$ cat src/rtl/regfile_write_arbiter_if.sv
// Bundle between the requesters, the write arbiter and the register file write port.
// master = requester/register-file side, slave = arbiter.
interface regfile_write_arbiter_if #(
   parameter int WORD_LENGTH = 32,
   parameter int NBITS       = $clog2(WORD_LENGTH),
   parameter int NUM_REQ     = 4
);
   logic [NUM_REQ-1:0]             req;
   logic [NUM_REQ*NBITS-1:0]       req_reg;
   logic [NUM_REQ*WORD_LENGTH-1:0] req_data;
   logic [NUM_REQ-1:0]             ack;
   logic                           Write;
   logic [NBITS-1:0]               Write_Reg;
   logic [WORD_LENGTH-1:0]         Write_Data;
   logic [15:0]                    contention_cnt;

   modport master (
      output req, req_reg, req_data,
      input  ack, Write, Write_Reg, Write_Data, contention_cnt
   );

   modport slave (
      input  req, req_reg, req_data,
      output ack, Write, Write_Reg, Write_Data, contention_cnt
   );
endinterface

$ cat src/rtl/regfile_write_arbiter.sv
// Round-robin arbiter sharing the Register_File write port among NUM_REQ requesters.
// Optional macro REGFILE_ZERO_PROTECT_EN suppresses the Write strobe for grants targeting register 0.
module regfile_write_arbiter #(
   parameter int WORD_LENGTH = 32,
   parameter int NBITS       = $clog2(WORD_LENGTH),
   parameter int NUM_REQ     = 4,
   parameter int PTR_W       = $clog2(NUM_REQ)
) (
   input logic                   clk,
   input logic                   reset,
   regfile_write_arbiter_if.slave bus
);

   logic [PTR_W-1:0]       ptr;
   logic [NUM_REQ-1:0]     eligible;
   logic [NUM_REQ-1:0]     ack_next;
   logic                   grant;
   logic                   contended;
   logic [PTR_W-1:0]       winner;
   logic [NBITS-1:0]       sel_reg;
   logic [WORD_LENGTH-1:0] sel_data;

   // A requester that is being acknowledged this cycle is masked so a held request writes once.
   assign eligible  = bus.req & ~bus.ack;
   assign contended = $countones(eligible) >= 2;

   always_comb begin
      int idx_int;
      logic [PTR_W-1:0] idx;
      grant    = 1'b0;
      winner   = '0;
      ack_next = '0;
      idx_int  = 0;
      idx      = '0;
      for (int k = 1; k <= NUM_REQ; k++) begin
         idx_int = (int'(ptr) + k) % NUM_REQ;
         idx     = idx_int[PTR_W-1:0];
         if (!grant && eligible[idx]) begin
            grant  = 1'b1;
            winner = idx;
         end
      end
      ack_next[winner] = grant;
      sel_reg  = bus.req_reg[winner*NBITS +: NBITS];
      sel_data = bus.req_data[winner*WORD_LENGTH +: WORD_LENGTH];
   end

   // ptr starts at the last index so requester 0 holds first priority out of reset.
   always_ff @(posedge clk or negedge reset) begin
      if (!reset) begin
         ptr                <= PTR_W'(NUM_REQ - 1);
         bus.ack            <= '0;
         bus.Write          <= 1'b0;
         bus.Write_Reg      <= '0;
         bus.Write_Data     <= '0;
         bus.contention_cnt <= '0;
      end else begin
         bus.ack <= ack_next;
         if (grant) begin
            ptr            <= winner;
            bus.Write_Reg  <= sel_reg;
            bus.Write_Data <= sel_data;
         end
`ifdef REGFILE_ZERO_PROTECT_EN
         bus.Write <= grant && (sel_reg != '0);
`else
         bus.Write <= grant;
`endif
         if (contended && (bus.contention_cnt != 16'hFFFF)) begin
            bus.contention_cnt <= bus.contention_cnt + 16'd1;
         end
      end
   end

endmodule

$ cat src/flat_wrapper.sv
// flat-port wrapper written by rule: the top's interface ports become plain ports
module regfile_write_arbiter_flat 
#(
   parameter int WORD_LENGTH = 32,
   parameter int NBITS       = $clog2(WORD_LENGTH),
   parameter int NUM_REQ     = 4,
   parameter int PTR_W       = $clog2(NUM_REQ)
)
  (clk, reset, bus_req, bus_req_reg, bus_req_data, bus_ack, bus_Write, bus_Write_Reg, bus_Write_Data, bus_contention_cnt);
  regfile_write_arbiter_if #(.WORD_LENGTH(WORD_LENGTH), .NBITS(NBITS), .NUM_REQ(NUM_REQ)) bus_i ();
  input logic clk;
  input logic reset;
  input wire logic [$bits(bus_i.req)-1:0] bus_req;
  input wire logic [$bits(bus_i.req_reg)-1:0] bus_req_reg;
  input wire logic [$bits(bus_i.req_data)-1:0] bus_req_data;
  output wire logic [$bits(bus_i.ack)-1:0] bus_ack;
  output wire logic [$bits(bus_i.Write)-1:0] bus_Write;
  output wire logic [$bits(bus_i.Write_Reg)-1:0] bus_Write_Reg;
  output wire logic [$bits(bus_i.Write_Data)-1:0] bus_Write_Data;
  output wire logic [$bits(bus_i.contention_cnt)-1:0] bus_contention_cnt;
  assign bus_i.req = bus_req;
  assign bus_i.req_reg = bus_req_reg;
  assign bus_i.req_data = bus_req_data;
  assign bus_ack = bus_i.ack;
  assign bus_Write = bus_i.Write;
  assign bus_Write_Reg = bus_i.Write_Reg;
  assign bus_Write_Data = bus_i.Write_Data;
  assign bus_contention_cnt = bus_i.contention_cnt;
  regfile_write_arbiter #(.WORD_LENGTH(WORD_LENGTH), .NBITS(NBITS), .NUM_REQ(NUM_REQ), .PTR_W(PTR_W)) u_core (.clk(clk), .reset(reset), .bus(bus_i));
endmodule
$ cat config.mk
export PLATFORM = sky130hd
export DESIGN_NAME = regfile_write_arbiter_flat
export DESIGN_NICKNAME = d
export VERILOG_FILES = /design/src/rtl/regfile_write_arbiter_if.sv /design/src/rtl/regfile_write_arbiter.sv /design/src/flat_wrapper.sv
export SDC_FILE = /design/constraint.sdc
export NUM_CORES = 1
export LEC_CHECK = 0
export ABC_CLOCK_PERIOD_IN_PS = 3300
export CAP_MARGIN = 10
export CORE_MARGIN = 4
export CORE_UTILIZATION = 30
export CTS_BUF_LIST = sky130_fd_sc_hd__clkbuf_8
export DETAILED_ROUTE_END_ITERATION = 10
export GPL_ROUTABILITY_DRIVEN = 0
export PLACE_DENSITY = 0.7
export REMOVE_ABC_BUFFERS = 1
export SYNTH_ARGS = -nofsm -noshare
export SYNTH_HDL_FRONTEND = slang
export SYNTH_SLANG_ARGS = --single-unit
$ cat constraint.sdc
create_clock -name clk -period 3.3 [get_ports clk]
set_clock_uncertainty 0.15 [all_clocks]
set_input_delay 0.495 -clock clk [delete_from_list [all_inputs] [get_ports clk]]
set_output_delay 0.495 -clock clk [all_outputs]
set_load 0.03 [all_outputs]
==> summary.log, run 1 <==
INFO  worst_setup_path worstPathMaxFanout=3
INFO  drt            num_vias=4,433
INFO  drt            drt_iter0_drc=277
INFO  timing         rsz_0062_raised_after_global_routing=false
INFO  timing         layout_min_cycle_time=2852ps
INFO  timing         whs=12.63ps
INFO  worst_setup_path cp-startpoint=bus_req[0]
INFO  global_routing pin_count_of_the_biggest_net_entering_global_routing=39
INFO  status         run_status=completed
INFO  clocking       number_of_h_tree_branching_levels=3
INFO  clocking       worst_setup_hold_path_clk_slew=80ps
INFO  synth          synth.yosys.warnings=0
INFO  cells_and_area fraction_of_final_layout_cells_with_drive_strength_greater_than_1=0.07903
INFO  worst_setup_path crit_path_cell_trace=clkdlybuf4s50_1 -> and2b_1 -> xnor2_1 -> nor3b_1 -> fa_1 -> o21ai_0 -> or4_1 -> nor2_1 -> xor2_1
INFO  worst_setup_path start_kind=input pin
INFO  cells_and_area antenna-diode-count=0
INFO  clocking       number_of_sinks_handled_by_clock_tree_synthesis=60
INFO  clocking       skew_pair_late_insertion_delay=340ps
INFO  clocking       cts_root_buf=clkbuf_8
INFO  timing         timing.final.crit_share=0.8642
INFO  global_routing gr-usage-met2=0.3373
INFO  global_routing global_route_wire_length_before_repair=23.34mm
INFO  timing         timing.max_slew.rel_slack=0.5109
INFO  placed_design  placedInstanceArea=6175um2
INFO  worst_setup_path criticalPathCategory=in -> reg
INFO  cells_and_area fillCellCount=1,175
INFO  synth          postSynth.asyncResetShare=1.000
INFO  global_routing grt-ovfl-total=0
INFO  drt            drc_violations_left=0
INFO  synth          ys.flop_type=dfrtp_1
INFO  timing         fmaxAchievable=350.6MHz
INFO  worst_setup_path worstSetupEndpointType=register
INFO  synth          yosys.cell_count.top_type=nand2_1
INFO  synth          syn_avg_cell_area=8.514um2
INFO  floorplan      core_area=12,570um2
INFO  synth          synth-seq-area-share=0.3917
INFO  timing         hold_viol_final=0
INFO  worst_setup_path worstPathBufferInverterCount=1
INFO  synth          number_of_flops_mapped_to_enable_cells_by_yosys=0
INFO  drt            average_wire_length_per_cell_after_detail_routing=18.02um
INFO  placed_design  hpwl_reported_at_the_end_of_detailed_placement=10.97mm
INFO  cells_and_area final_nets=809
INFO  synth          post_synth_inst_count=451
INFO  synth          synthDominantAreaCellType=dfrtp_1
INFO  global_routing met1_usage=0.2362
INFO  worst_setup_path data_required_critical_path=3420ps
INFO  floorplan      area_enclosed_by_the_die_boundary=14,670um2
INFO  clocking       ctsLongestPathBuffers=2
INFO  synth          yosysTopAreaCellShare=0.3780
INFO  global_routing grtUsageMet3=0.04662
INFO  floorplan      design.portCount=212
INFO  clocking       setup_buffers_after_cts=0
INFO  global_routing first_global_vias=4,709
INFO  cells_and_area p_r_area_growth_vs_syn=65.85%
INFO  timing         timing_max_transition_violations_final=0
INFO  global_routing gr-max-usage-layer=met2
INFO  worst_setup_path worst_path_arrival=2970ps
INFO  drt            via_count_normalized_by_instance_count=5.341
INFO  worst_setup_path cpLargestDelayFamily=simple AND/OR/NAND/NOR gates
INFO  clocking       cts_hold_buf=0
INFO  drt            drtAntennaViolNets=0
INFO  synth          synth_cell_type_count=40
INFO  timing         worst_slew_pin_slew=726.9ps
INFO  drt            drt_first_pass_iters=5
INFO  floorplan      dieWidth=121.1um
INFO  synth          ys_seq_elements=60
INFO  drt            postRouteWirelength=14.96mm
INFO  global_routing number_of_antenna_violations_at_the_first_check_in_global_routing=0
INFO  worst_setup_path rr_startpoint=u_core.bus.ack[0]$_DFF_PN0_
INFO  synth          synth.top_cells.by_count=nand2_1, dfrtp_1, nor2_1, a211oi_1, inv_1
INFO  floorplan      chipHeight=121.1um
INFO  pwr            power.total=5.567mW
INFO  pwr            max-vdd-ir-drop=0.0004914V
INFO  cells_and_area postLayoutCellArea=6369um2
INFO  worst_setup_path critical-path-slowest-cell=or4_1
INFO  placed_design  buffers_added_on_ports=211
INFO  clocking       cts_resized=0
INFO  flow_run       drv_cap=0
INFO  worst_setup_path cp_slowest_stage_delay=580ps
INFO  synth          post_synth_instance_area=3840um2
INFO  pwr            leakagePower=2.588nW
INFO  min_path       worst_hold_path_type=in -> async
INFO  synth          netlist_top_cells_area=dfrtp_1, a2111oi_0, nand2_1
INFO  clocking       cts_made_buffers=9
INFO  timing         finalSetupViolations=0
INFO  global_routing grtUsageTotal=0.1987
INFO  clocking       tritoncts_clock_tree=yes
INFO  pwr            power_per_cell_area=874.2nW/um2
INFO  floorplan      std_cell_rows=41
INFO  floorplan      initial_core_util=0.3055
## final cells by class
type	instances	area [um2]	share of cell area
Sequential cell	60	1504	0.2361
Clock inverter	6	56.30	0.008841
Inverter	38	142.6	0.02240
Timing Repair Buffer	233	2310	0.3627
Tap cell	172	215.2	0.03379
Clock buffer	10	137.6	0.02161
Multi-Input combinational cell	311	2003	0.3145
## layout by cell type (no fill, tap or decap), types with 2 or more instances in the layout
cell | netlist | routed
clkdlybuf4s50_1 | 0 | 210
nor3b_1 | 2 | 2
dfstp_2 | 2 | 2
nor2_1 | 47 | 47
nor3_2 | 2 | 2
dfrtp_1 | 58 | 58
and3b_1 | 2 | 2
buf_4 | 6 | 19
a311oi_1 | 36 | 36
nand2b_4 | 2 | 2
xor2_1 | 7 | 7
nand4_1 | 6 | 6
nand2_1 | 86 | 86
and3_1 | 4 | 4
nor4_1 | 4 | 4
a211oi_1 | 38 | 38
a2111oi_0 | 37 | 37
o21ai_0 | 2 | 2
xnor2_1 | 9 | 9
clkbuf_8 | 0 | 10
inv_1 | 38 | 39
a21oi_1 | 2 | 2
buf_12 | 0 | 3
nand3_1 | 5 | 5
nor3_1 | 3 | 2
clkinv_2 | 0 | 3
nand2b_1 | 2 | 2
## per-stage QoR
step | worst slack [ps] | cells | utilization | setup TNS [ps]
finish | 448.0 | 830 | 0.5067 | 0
global placement | 208.0 | 814 | 0.4913 | 0
floorplan | -614.9 | 409 | - | -22290
CTS | 464.8 | 830 | 0.5067 | 0
detailed placement | 106.0 | 814 | 0.4913 | 0
global route | 288.2 | 830 | 0.5067 | 0
## layer usage
metal | share of wire | vias up
li1 | - | 2052
met5 | 0 | -
met3 | 0.089 | 38
met4 | 0.030 | 0
met2 | 0.48 | 245
met1 | 0.40 | 2098
## state kept, by name, indices dropped and copies added, names as in the netlist
register,cells
u_core.bus.Write_Data,32
u_core.bus.Write,1
u_core.bus.ack,4
u_core.ptr,2
u_core.bus.Write_Reg,5
u_core.bus.contention_cnt,16
## where the power goes
part	leakage, nW	switching, mW	internal, mW
Combinational	1.76	2.12	1.46
Clock	0.103	0.307	0.363
Sequential	0.721	0.237	1.08
Total	2.59	2.67	2.90
## worst reg2reg max path, stage by stage (launching register included)
cell and delay [ps]:
dfrtp_1 400, and2b_1 230, xnor2_1 130, nor3b_1 150, fa_1 510, o21ai_0 120
or4_1 590, nor2_1 150, xor2_1 180
## final timing paths
path / end / slack [ps] / cells past startpoint
worst max-delay path: u_core.bus.contention_cnt[15]$_DFFE_PN0P_ / 450 / 9
worst min-delay path: u_core.bus.contention_cnt[7]$_DFFE_PN0P_ / 10 / 1
worst max register to register: u_core.bus.contention_cnt[15]$_DFFE_PN0P_ / 630 / 8
worst min register to register: u_core.bus.contention_cnt[6]$_DFFE_PN0P_ / 340 / 1
max in group asynchronous: u_core.bus.Write_Data[9]$_DFFE_PN0P_ / 2200 / 2
min in group clk: u_core.bus.contention_cnt[6]$_DFFE_PN0P_ / 340 / 1
## cell families (layout without fill, tap and decap cells)
logic type,Yosys count,after routing,synth area share
compound gates,123,123,0.2717
buf+inv,80,287,0.09482
xor+xnor,16,16,0.03650
fa+ha+maj,2,2,0.008472
simple gates,170,170,0.1968
flops,60,60,0.3917
Note: power is estimated with default switching activity, not from simulation.
==> run 2, diff against run 1 <==
HOLD_SLACK_MARGIN = 0.15   (was default)
==> summary.log, run 2 (synthesis results as in run 1) <==
INFO  placed_design  buffers_added_on_ports=211
INFO  clocking       cts_hold_buf=1
INFO  timing         timing.final.crit_share=0.8650
INFO  floorplan      chipHeight=121.1um
INFO  drt            drtAntennaViolNets=0
INFO  global_routing grt-ovfl-total=0
INFO  global_routing pin_count_of_the_biggest_net_entering_global_routing=39
INFO  global_routing first_global_vias=4,718
INFO  cells_and_area layout_top_registers=u_core.bus.Write_Data (32), u_core.bus.contention_cnt (16), u_core.bus.Write_Reg (5)
INFO  worst_setup_path crit_path_cell_trace=clkdlybuf4s50_1 -> and2b_1 -> xnor2_1 -> nor3b_1 -> fa_1 -> o21ai_0 -> or4_1 -> nor2_1 -> xor2_1
INFO  pwr            max-vdd-ir-drop=0.0004930V
INFO  timing         layout_min_cycle_time=2855ps
INFO  worst_setup_path data_required_critical_path=3420ps
INFO  status         run_status=completed
INFO  clocking       tritoncts_clock_tree=yes
INFO  clocking       cts_resized=0
INFO  pwr            power.total=5.574mW
INFO  placed_design  hpwl_reported_at_the_end_of_detailed_placement=10.97mm
INFO  timing         finalSetupViolations=0
INFO  cells_and_area final_nets=810
INFO  worst_setup_path r2r_setup_slack=630ps
INFO  clocking       cts_root_buf=clkbuf_8
INFO  drt            postRouteWirelength=14.92mm
INFO  timing         worst_slew_pin_slew=717.7ps
INFO  worst_setup_path worstPathMaxFanout=3
INFO  worst_setup_path worst_path_arrival=2970ps
INFO  worst_setup_path start_kind=input pin
INFO  drt            drt_first_pass_iters=4
INFO  floorplan      core_area=12,570um2
INFO  cells_and_area final_common_cell=clkdlybuf4s50_1
INFO  worst_setup_path criticalPathCategory=in -> reg
INFO  cells_and_area postLayoutCoreUtil=0.5075
INFO  timing         setup_tns_final=0ps
INFO  worst_setup_path crit_cells=9
INFO  worst_setup_path reg2regPathDepth=8
INFO  drt            num_vias=4,469
INFO  drt            drt_iter0_drc=265
INFO  drt            average_wire_length_per_cell_after_detail_routing=17.95um
INFO  clocking       cts_made_buffers=9
INFO  placed_design  placement.setup.worst_slack=106.0ps
INFO  worst_setup_path worstSetupEndpointType=register
INFO  worst_setup_path reg2reg_to=u_core.bus.contention_cnt[15]$_DFFE_PN0P_
INFO  timing         timing.max_slew.rel_slack=0.5171
INFO  cells_and_area antenna-diode-count=0
INFO  pwr            leakagePower=2.592nW
INFO  floorplan      std_cell_rows=41
INFO  worst_setup_path crit_path_end=u_core.bus.contention_cnt[15]$_DFFE_PN0P_
INFO  worst_setup_path rr_startpoint=u_core.bus.ack[0]$_DFF_PN0_
INFO  worst_setup_path cpLargestDelayFamily=simple AND/OR/NAND/NOR gates
INFO  pwr            power_per_cell_area=873.8nW/um2
INFO  cells_and_area fillCellCount=1,174
INFO  floorplan      dieWidth=121.1um
INFO  timing         timing_max_transition_violations_final=0
INFO  clocking       setup_buffers_after_cts=0
INFO  timing         postLayoutSetupSlackWorst=445.4ps
INFO  timing         fmaxAchievable=350.3MHz
INFO  floorplan      initial_core_util=0.3055
INFO  cells_and_area number_of_flip_flops_under_the_largest_register_name=32
INFO  global_routing number_of_antenna_violations_at_the_first_check_in_global_routing=0
INFO  worst_setup_path cp_slowest_stage_delay=590ps
INFO  cells_and_area most-common-layout-cells=clkdlybuf4s50_1, nand2_1, dfrtp_1, nor2_1, inv_1
INFO  timing         hold_viol_final=0
INFO  drt            drc_violations_left=0
INFO  drt            via_count_normalized_by_instance_count=5.378
INFO  clocking       worst_setup_hold_path_clk_slew=80ps
INFO  clocking       number_of_h_tree_branching_levels=3
INFO  cells_and_area p_r_area_growth_vs_syn=66.11%
INFO  floorplan      area_enclosed_by_the_die_boundary=14,670um2
INFO  clocking       number_of_sinks_handled_by_clock_tree_synthesis=60
INFO  min_path       worst_hold_path_type=reg -> reg
INFO  global_routing grtUsageTotal=0.1991
INFO  global_routing global_route_wire_length_before_repair=23.38mm
INFO  floorplan      design.portCount=212
INFO  cells_and_area fraction_of_final_layout_cells_with_drive_strength_greater_than_1=0.07891
INFO  cells_and_area largest_register=u_core.bus.Write_Data
INFO  worst_setup_path critical-path-slowest-cell=or4_1
INFO  worst_setup_path worstPathBufferInverterCount=1
INFO  flow_run       drv_cap=0
INFO  worst_setup_path cp-startpoint=bus_req[0]
INFO  clocking       skew_pair_late_insertion_delay=340ps
INFO  clocking       ctsLongestPathBuffers=2
INFO  timing         rsz_0062_raised_after_global_routing=false
-- run 2: how the worst min path moves through the flow --
| stage | from | endpoint | slack, ps | cells past startpoint |
|---|---|---|---|---|
| after detailed placement | u_core.bus.contention_cnt[6]$_DFFE_PN0P_ | u_core.bus.contention_cnt[6]$_DFFE_PN0P_ | 340 | 1 |
| after CTS | u_core.bus.contention_cnt[6]$_DFFE_PN0P_ | u_core.bus.contention_cnt[6]$_DFFE_PN0P_ | 350 | 1 |
| after floorplan | reset | u_core.bus.Write$_DFF_PN0_ | 50 | 0 |
| final | u_core.bus.contention_cnt[6]$_DFFE_PN0P_ | u_core.bus.contention_cnt[6]$_DFFE_PN0P_ | 340 | 1 |
| after global routing | u_core.bus.contention_cnt[6]$_DFFE_PN0P_ | u_core.bus.contention_cnt[6]$_DFFE_PN0P_ | 390 | 1 |
| after global placement | u_core.bus.contention_cnt[6]$_DFFE_PN0P_ | u_core.bus.contention_cnt[6]$_DFFE_PN0P_ | 330 | 1 |
-- run 2: power breakdown --
part / internal (mW) / switching, mW
clock: 0.363 / 0.308
combinational: 1.46 / 2.13
sequential: 1.08 / 0.236
total: 2.90 / 2.67
-- run 2: layout make-up --
type / count / area (um2) / area share
inverter: 38 / 142.6 / 0.02236
clock buffer: 10 / 137.6 / 0.02158
timing repair buffer: 234 / 2320 / 0.3637
tap: 172 / 215.2 / 0.03374
clock inverter: 6 / 56.30 / 0.008827
multi-input combinational: 311 / 2003 / 0.3140
sequential: 60 / 1504 / 0.2358
-- run 2: metal layers --
metal / vias up / track usage / wire length, um / share of wire
met4: 0 / 0.09594 / 518 / 0.035
met1: 2108 / 0.2365 / 5898 / 0.40
met3: 47 / 0.04615 / 1339 / 0.090
met2: 258 / 0.3387 / 7164 / 0.48
met5: - / 0 / 0 / 0
li1: 2056 / - / - / -
-- run 2: stage by stage --
stage | hold slack (ps) | cells | cell area, um2
6_report | 343.0 | 831 | 6379
5_1_grt | 387.3 | 831 | 6379
4_1_cts | 350.3 | 831 | 6379
2_1_floorplan | 49.41 | 409 | 3618
3_5_place_dp | 340.7 | 814 | 6175
3_3_place_gp | 334.2 | 814 | 6175
-- run 2: worst reg2reg max path, delay by kind of cell, from the launching register on --
kind                     cells  cell delay (ps)
AND/OR/NAND/NOR              4             1120
XOR/XNOR                     2              310
flip-flops                   1              410
adder cells (fa/ha/maj)      1              510
AO/OA/AOI/OAI                1              120
